File: src/rtl/fifo_sync_flags.sv
// Single-clock FIFO with programmable threshold flags, occupancy count, sticky
// overflow/underflow, synchronous clear and a selectable FWFT read port.
module fifo_sync_flags #(
    parameter int NB_DATA  = 8,
    parameter int DEPTH    = 16,
    parameter int AF_LEVEL = DEPTH - 2,
    parameter int AE_LEVEL = 2,
    parameter int FWFT     = 0
) (
    input  logic                     i_clk,
    input  logic                     i_reset_n,
    input  logic                     i_clear,
    input  logic                     i_wr_en,
    input  logic [NB_DATA-1:0]       i_data,
    input  logic                     i_rd_en,
    output logic [NB_DATA-1:0]       o_data,
    output logic                     o_valid,
    output logic                     o_full,
    output logic                     o_empty,
    output logic                     o_almost_full,
    output logic                     o_almost_empty,
    output logic [$clog2(DEPTH):0]   o_count,
    output logic                     o_overflow,
    output logic                     o_underflow
);

    localparam int AW = $clog2(DEPTH);
    localparam int CW = AW + 1;
    localparam logic [CW-1:0] DEPTH_C = CW'(DEPTH);
    localparam logic [CW-1:0] AF_C    = CW'(AF_LEVEL);
    localparam logic [CW-1:0] AE_C    = CW'(AE_LEVEL);

    logic [NB_DATA-1:0] mem [DEPTH];
    logic [AW-1:0]      wr_ptr;
    logic [AW-1:0]      rd_ptr;
    logic [CW-1:0]      count;
    logic               full;
    logic               empty;
    logic               wr_ok;
    logic               rd_ok;
    logic               wr_err;
    logic               rd_err;

    function automatic logic [CW-1:0] next_count(input logic [CW-1:0] c,
                                                 input logic w,
                                                 input logic r);
        case ({w, r})
            2'b10:   return c + 1'b1;
            2'b01:   return c - 1'b1;
            default: return c;
        endcase
    endfunction

    assign full  = (count == DEPTH_C);
    assign empty = (count == '0);

    // A clear cycle swallows both requests and raises no error.
    always_comb begin
        wr_ok  = i_wr_en & ~full  & ~i_clear;
        rd_ok  = i_rd_en & ~empty & ~i_clear;
        wr_err = i_wr_en &  full  & ~i_clear;
        rd_err = i_rd_en &  empty & ~i_clear;
    end

    always_ff @(posedge i_clk or negedge i_reset_n) begin
        if (!i_reset_n) begin
            wr_ptr      <= '0;
            rd_ptr      <= '0;
            count       <= '0;
            o_overflow  <= 1'b0;
            o_underflow <= 1'b0;
        end else if (i_clear) begin
            wr_ptr      <= '0;
            rd_ptr      <= '0;
            count       <= '0;
            o_overflow  <= 1'b0;
            o_underflow <= 1'b0;
        end else begin
            if (wr_ok) wr_ptr <= wr_ptr + 1'b1;
            if (rd_ok) rd_ptr <= rd_ptr + 1'b1;
            count <= next_count(count, wr_ok, rd_ok);
            if (wr_err) o_overflow  <= 1'b1;
            if (rd_err) o_underflow <= 1'b1;
        end
    end

    always_ff @(posedge i_clk) begin
        if (wr_ok) mem[wr_ptr] <= i_data;
    end

    assign o_full         = full;
    assign o_empty        = empty;
    assign o_almost_full  = (count >= AF_C);
    assign o_almost_empty = (count <= AE_C);
    assign o_count        = count;

    generate
        if (FWFT != 0) begin : g_fwft
            // Head word is presented combinationally; i_rd_en only acknowledges it.
            assign o_valid = ~empty;
            assign o_data  = empty ? '0 : mem[rd_ptr];
        end else begin : g_std
            logic [NB_DATA-1:0] rd_data_p1;
            logic               vld_p1;

            // ---- stage p1: registered read port ----
            always_ff @(posedge i_clk or negedge i_reset_n) begin
                if (!i_reset_n) begin
                    rd_data_p1 <= '0;
                    vld_p1     <= 1'b0;
                end else begin
                    vld_p1 <= rd_ok;
                    if (rd_ok) rd_data_p1 <= mem[rd_ptr];
                end
            end

            assign o_valid = vld_p1;
            assign o_data  = rd_data_p1;
        end
    endgenerate

endmodule

File: config.mk
export PLATFORM = sky130hd
export DESIGN_NAME = fifo_sync_flags
export DESIGN_NICKNAME = d
export VERILOG_FILES = /design/src/rtl/fifo_sync_flags.sv
export SDC_FILE = /design/constraint.sdc
export NUM_CORES = 1
export LEC_CHECK = 0
export ABC_AREA = 1
export CAP_MARGIN = 10
export CORE_MARGIN = 3
export CORE_UTILIZATION = 60
export CTS_CLUSTER_DIAMETER = 120
export CTS_CLUSTER_SIZE = 40
export DETAILED_ROUTE_END_ITERATION = 8
export DONT_BUFFER_PORTS = 1
export PLACE_DENSITY = 0.84
export SETUP_SLACK_MARGIN = 0.2
export SLEW_MARGIN = 10
export SYNTH_ARGS = -nofsm -noshare
export SYNTH_HDL_FRONTEND = slang
export SYNTH_SLANG_ARGS = --single-unit
File: constraint.sdc
create_clock -name i_clk -period 2.46 [get_ports i_clk]
set_clock_uncertainty 0.1 [all_clocks]
set_input_delay 0.369 -clock i_clk [delete_from_list [all_inputs] [get_ports i_clk]]
set_output_delay 0.369 -clock i_clk [all_outputs]
set_load 0.005 [all_outputs]
# [Word-level counts from Yosys, hierarchy flattened]
# Memory sizes are Yosys's and may differ from the RTL's. A register that Yosys moved wholly into a read port is not among the register bits.
# Index checks and enable logic that the tools add are counted.
# W data, S select, Z words.
[op_classes] bitwise=11 n_addsub=4 mux=12 reduce_logical=7 eq_ne=3 order_cmp=2
[op_table] cell="$mux W4" count=4
[op_table] cell="$pmux W5 S2" count=1
[op_table] cell="$add A4 B1 Y4 const B" count=2
[op_table] cell="$and A1 B1 Y1" count=8
[op_table] cell="$reduce_bool A2 Y1" count=4
[op_table] cell="$mux W1" count=6
[op_table] cell="$add A5 B1 Y5 const B" count=1
[op_table] cell="$eq A5 B5 Y1 const B" count=1
[op_table] cell="$ge A5 B4 Y1 const B" count=1
[op_table] cell="$le A5 B2 Y1 const B" count=1
[op_table] cell="$logic_not A5 Y1" count=1
[op_table] cell="$mux W5" count=1
[op_table] cell="$sub A5 B1 Y5 const B" count=1
[op_table] cell="$not A1 Y1" count=3
[op_table] cell="$reduce_bool A3 Y1" count=1
[op_table] cell="$eq A2 B1 Y1 const B" count=1
[op_table] cell="$eq A2 B2 Y1 const B" count=1
[op_table] cell="$logic_not A1 Y1" count=1
[totals] inputBits=13 ramBits=128 n_memories=1 wordCells=46 reg_bits=16 out_inout_bits=20
[memory_table] memory="mem" depth=16 width=8 rd=1 rd_clocked_by_memory_dff=1 wr=1 line_no="33" text="logic [NB_DATA-1:0] mem [DEPTH];"

# [Logic depth before layout (Yosys ltp)]
[logic_depth] ltp_word=7 mapped_depth=15

# [Least setup slack after synthesis]
# Ideal clock, no wire load.
[synth_timing] path_kind="reg2reg" from="register count[0] (netlist: o_count[0])" to="register count[4] (netlist: o_count[4])" period_less_slack_ns=1.962 path_stages_with_launch=16 path_slack_ns=0.498 arrival_time_ns=1.745 path_cell_list="dfrtp_1 -> nor2_1 -> nand3_2 -> nand2_4 -> inv_4 -> nor2_8 -> nor2_1 -> nor2_2 -> ha_1 -> inv_1 -> nand2_2 -> nand3_2 -> nand2_1 -> nand2_1 -> nand3_1 -> nand2_1"
[synth_via] elab_chain_len=7 elab_cells_between_ends=15
[synth_lines] element="start, declared" line_no="36" text="logic [CW-1:0] count;"
[synth_lines] element="start signal, assigned" line_no="81" text="count <= next_count(count, wr_ok, rd_ok);"
[synth_lines] element="$eq A5 B5 Y1 / $logic_not A5 Y1 (equally long branches)" line_no="54, 55"
[synth_lines] element="$not A1 Y1, on equally long branches" line_no="59, 60"
[synth_lines] element="$and A1 B1 Y1, on equally long branches (2 in a row)" line_no="59, 60"
[synth_lines] element="$eq A2 B1 Y1 / $eq A2 B2 Y1 (equally long branches)" line_no="47" text="case ({w, r})"
[synth_lines] element="$pmux W5 S2" line_no="47"
[synth_lines] element="$mux W5" line_no="72" text="end else if (i_clear) begin"
# Several ways; a longest one is shown, not always the timed one.
# A chain may end at the register's enable or synchronous reset.

# [Final worst setup path]
[layout_timing] from="register count[2] (netlist: o_count[2])" to="register count[4] (netlist: o_count[4])"
# The elaborated chain is that of the path after synthesis.

==> impl_results.md <==
- Worst setup path endpoint: o_count[4]$_DFFE_PN0P_
- Synthesized area per cell: between 10 and 15 µm²
- Minimum clock period: approximately 2.2 ns
- EDFF count, synth: around 130
- Psw: between 2 and 2.5 mW
- Power per Cell Area: approximately 1100 nW/µm²
- Largest net degree at the start of global routing: 67
- Pleak: 2.53 nW
- Pins Over Slew Limit: 0
- Max Cap Violations: 0
- Register share of total power: 0.408
- Initial antenna violation count: 1
- Die H: between 100 and 150 µm
- Reg-to-Reg Start: o_count[2]$_DFFE_PN0P_
- R2r worst-path depth: 15
- # DRC: 0
- Crit Path Class: reg2reg
- Clock Pin Slew Worst Setup and Hold Paths: 0.06 ns
- Number of synthesized register bits: 152
- DR pass1 iterations: 5
- Routed wire length: 15,000 µm
- Top-level I/O count: 33
- Inserted Diodes: 0
- Port-buffer cells: 0
- Maximum clock frequency: 459 MHz
- Post-Place Setup Slack: roughly 0.22 ns
- Non-Filler Instances: about 680
- Synth Instances: ~500
- Die area: 11,700 µm²
- Via count: between 4k and 5k
- Drt first-iter violations: between 800 and 900
- Worst path most repeated cell: nand2_1
- Placed cell count: roughly 630
- Post-layout util: 0.733
- GRT Util Overall: 0.273
- Delay-heaviest family, CP: simple AND/OR/NAND/NOR gates
- DP HPWL: a little under 9000 µm
- CP Data Arrival Time: 2.50 ns
- Core area: between 9000 and 10,000 µm²
- CP max FO: 8
- Synth-to-Final Area Change: 16.4%
- Syn_nets: around 520
- Internal: roughly 5.3 mW
- Yosys top cell by area: edfxtp_1
- Worst flop-to-flop path endpoint: o_count[4]$_DFFE_PN0P_
- Drt via density: around 6.4
- Clk_lat worst skew: 0.53 ns
- Initial core utilization: 0.630
- Switching share of power: 0.320
- CP max-delay cell: dfrtp_2
- Most frequent cells in the layout: edfxtp_1, nor2_1, o21ai_0
- Share of the synthesized area in the top cell type: 0.613
- Final Cycle Share: 0.886
- Crit-path cells: nor2_4, nand3_4, nand2_4, inv_4, nor2_8, nor2_1, nor2_2, ha_1, inv_1, nand2_2, nand3_2, nand2_1, nand2_1, nand3_1, nand2_1
- Drt wl/cell: 22.2 µm
- Final net count: roughly 550
- First-pass GRT wire length: ~23,000 µm
- Layout cells sized above 1: 0.131
- Combinational power share: 0.252
- Inserted Clock Buffers: 17
- Clock share of power: 0.340
- Status: complete, no violations
- CP Launch Point: o_count[2]$_DFFE_PN0P_
- Fin worst setup slack: between 0.2 and 0.3 ns
- Worst path depth: 15
- CTS Buffer Depth: 2
- Post-synthesis sequential area ratio: 0.708
- Most common cell after layout, fill and taps aside: edfxtp_1
- Fin Setup TNS: 0 ns
- Async S/R FF share, synth: 0.158
- CP Buf/Inv Count: 2
- Max transition margin: 0.276
- Slew @ Worst Pin: 1.08 ns
- Post-synth top flop: edfxtp_1
- H-tree levels: 4
- Chip width: ~110 µm
- Crit path required time: between 2 and 3 ns
- Row Count: 36
- Hold Path Class: in2reg
- Synthesized area: 6270 µm²
- Yosys warns: 0
- Final hold vios: 0
- Setup crit end kind: flip-flop
- Sink Count: around 150
- RSZ-0062 raised after global routing: true
- DRT antenna net count: 0
- Worst R2R Setup Slack: about 0.28 ns
- Vias in the first global route: 4,255
- Total grt overflow: 0
- CP Launch Type: flip-flop
- Main area contributors after synthesis: edfxtp_1, dfrtp_1, o21ai_0, nor2_1, o221ai_1
- CTS tree: done
- Final setup viols: 0
- Crit-path max cell delay: 0.49 ns
- Post-synth cell types: 31
- GPL Wtd Cong: approximately 0.88
- Clk root buf: clkbuf_8
- Worst VDD drop: slightly below 0.9 mV
registers in the layout, summed over array words and instances (netlist names):
name / count
mem: 128
o_data: 8
o_count: 5
rd_ptr: 4
wr_ptr: 4
o_overflow: 1
o_underflow: 1
o_valid: 1
stage by stage:
step                area [µm²]  total power [mW]  hold slack [ns]
floorplan                 6270              4.36          -0.0266
global placement          6490              4.79          -0.0261
detailed placement        6490              4.88          -0.0261
CTS                       7230              7.57           0.0129
global route              7300              8.05           0.0494
finish                    7300              7.72           0.0307
metal layers:
metal  GRT usage  routed length [µm]  share of wire
met5           0                  13        0.00087
met4       0.119                 438          0.029
met3      0.0657                1520           0.10
met2       0.426                7290           0.49
met1       0.370                5750           0.38
synth_stat cells (3+ instances only):
| cell | n |
|---|---|
| o22ai_1 | 11 |
| nand3_2 | 3 |
| ha_1 | 7 |
| dfrtp_1 | 24 |
| edfxtp_1 | 128 |
| inv_1 | 18 |
| o221ai_1 | 22 |
| buf_2 | 7 |
| nor2_1 | 88 |
| nand3_1 | 30 |
| nand2_2 | 3 |
| o21ai_0 | 75 |
| o211ai_1 | 10 |
| clkbuf_1 | 19 |
| nand2_1 | 29 |
| a21oi_1 | 4 |
| o21a_1 | 8 |
worst min-delay path by stage:
stage                                  end       from  cells past startpoint
floorplan           o_count[0]$_DFFE_PN0P_  i_reset_n                      0
CTS                  wr_ptr[1]$_DFFE_PN0P_    i_wr_en                      3
global placement    o_count[4]$_DFFE_PN0P_  i_reset_n                      0
global route         wr_ptr[3]$_DFFE_PN0P_    i_wr_en                      4
detailed placement  o_count[3]$_DFFE_PN0P_  i_reset_n                      0
finish               wr_ptr[3]$_DFFE_PN0P_    i_wr_en                      4
worst reg2reg max path: stages (launching register included):
cell and delay (ns):
dfrtp_2 0.49, nor2_4 0.21, nand3_4 0.12, nand2_4 0.11, inv_4 0.07, nor2_8 0.13, nor2_1 0.08, nor2_2 0.15
ha_1 0.16, inv_1 0.04, nand2_2 0.08, nand3_2 0.09, nand2_1 0.09, nand2_1 0.05, nand3_1 0.07, nand2_1 0.05
power groups by stage:
| stage | Clock, mW | Combinational [mW] | Sequential (mW) |
|---|---|---|---|
| 2_1_floorplan | 0 | 1.22 | 3.14 |
| 3_3_place_gp | 0 | 1.64 | 3.15 |
| 3_5_place_dp | 0 | 1.71 | 3.17 |
| 4_1_cts | 2.64 | 1.81 | 3.12 |
| 5_1_grt | 2.74 | 2.13 | 3.17 |
| 6_report | 2.62 | 1.95 | 3.15 |
cell families (layout without fill, tap and decap cells):
kind of cell / after synthesis / count (layout) / synth area share
flip-flops: 152 / 152 / 0.708
adder cells (fa/ha/maj): 7 / 7 / 0.0140
XOR/XNOR: 2 / 2 / 0.00279
AO/OA/AOI/OAI: 133 / 133 / 0.130
AND/OR/NAND/NOR: 161 / 161 / 0.115
buffers and inverters: 47 / 87 / 0.0303
repair_timing:
item                       4_1_cts  5_1_grt
hold buffers                    13        0
setup endpoints to repair        0       52
buffers inserted                 0        3
gates resized for setup          0       13
hold endpoints to repair       163        0
final cells by class:
type                            count  area [µm²]
Clock buffer                       19         422
Fill cell                         590        2650
Tap cell                          133         166
Multi-Input combinational cell    303        1680
Clock inverter                     13         179
Inverter                           21        83.8
Timing Repair Buffer               34         325
Sequential cell                   152        4450
No activity file was read; power rests on OpenSTA's default activity.
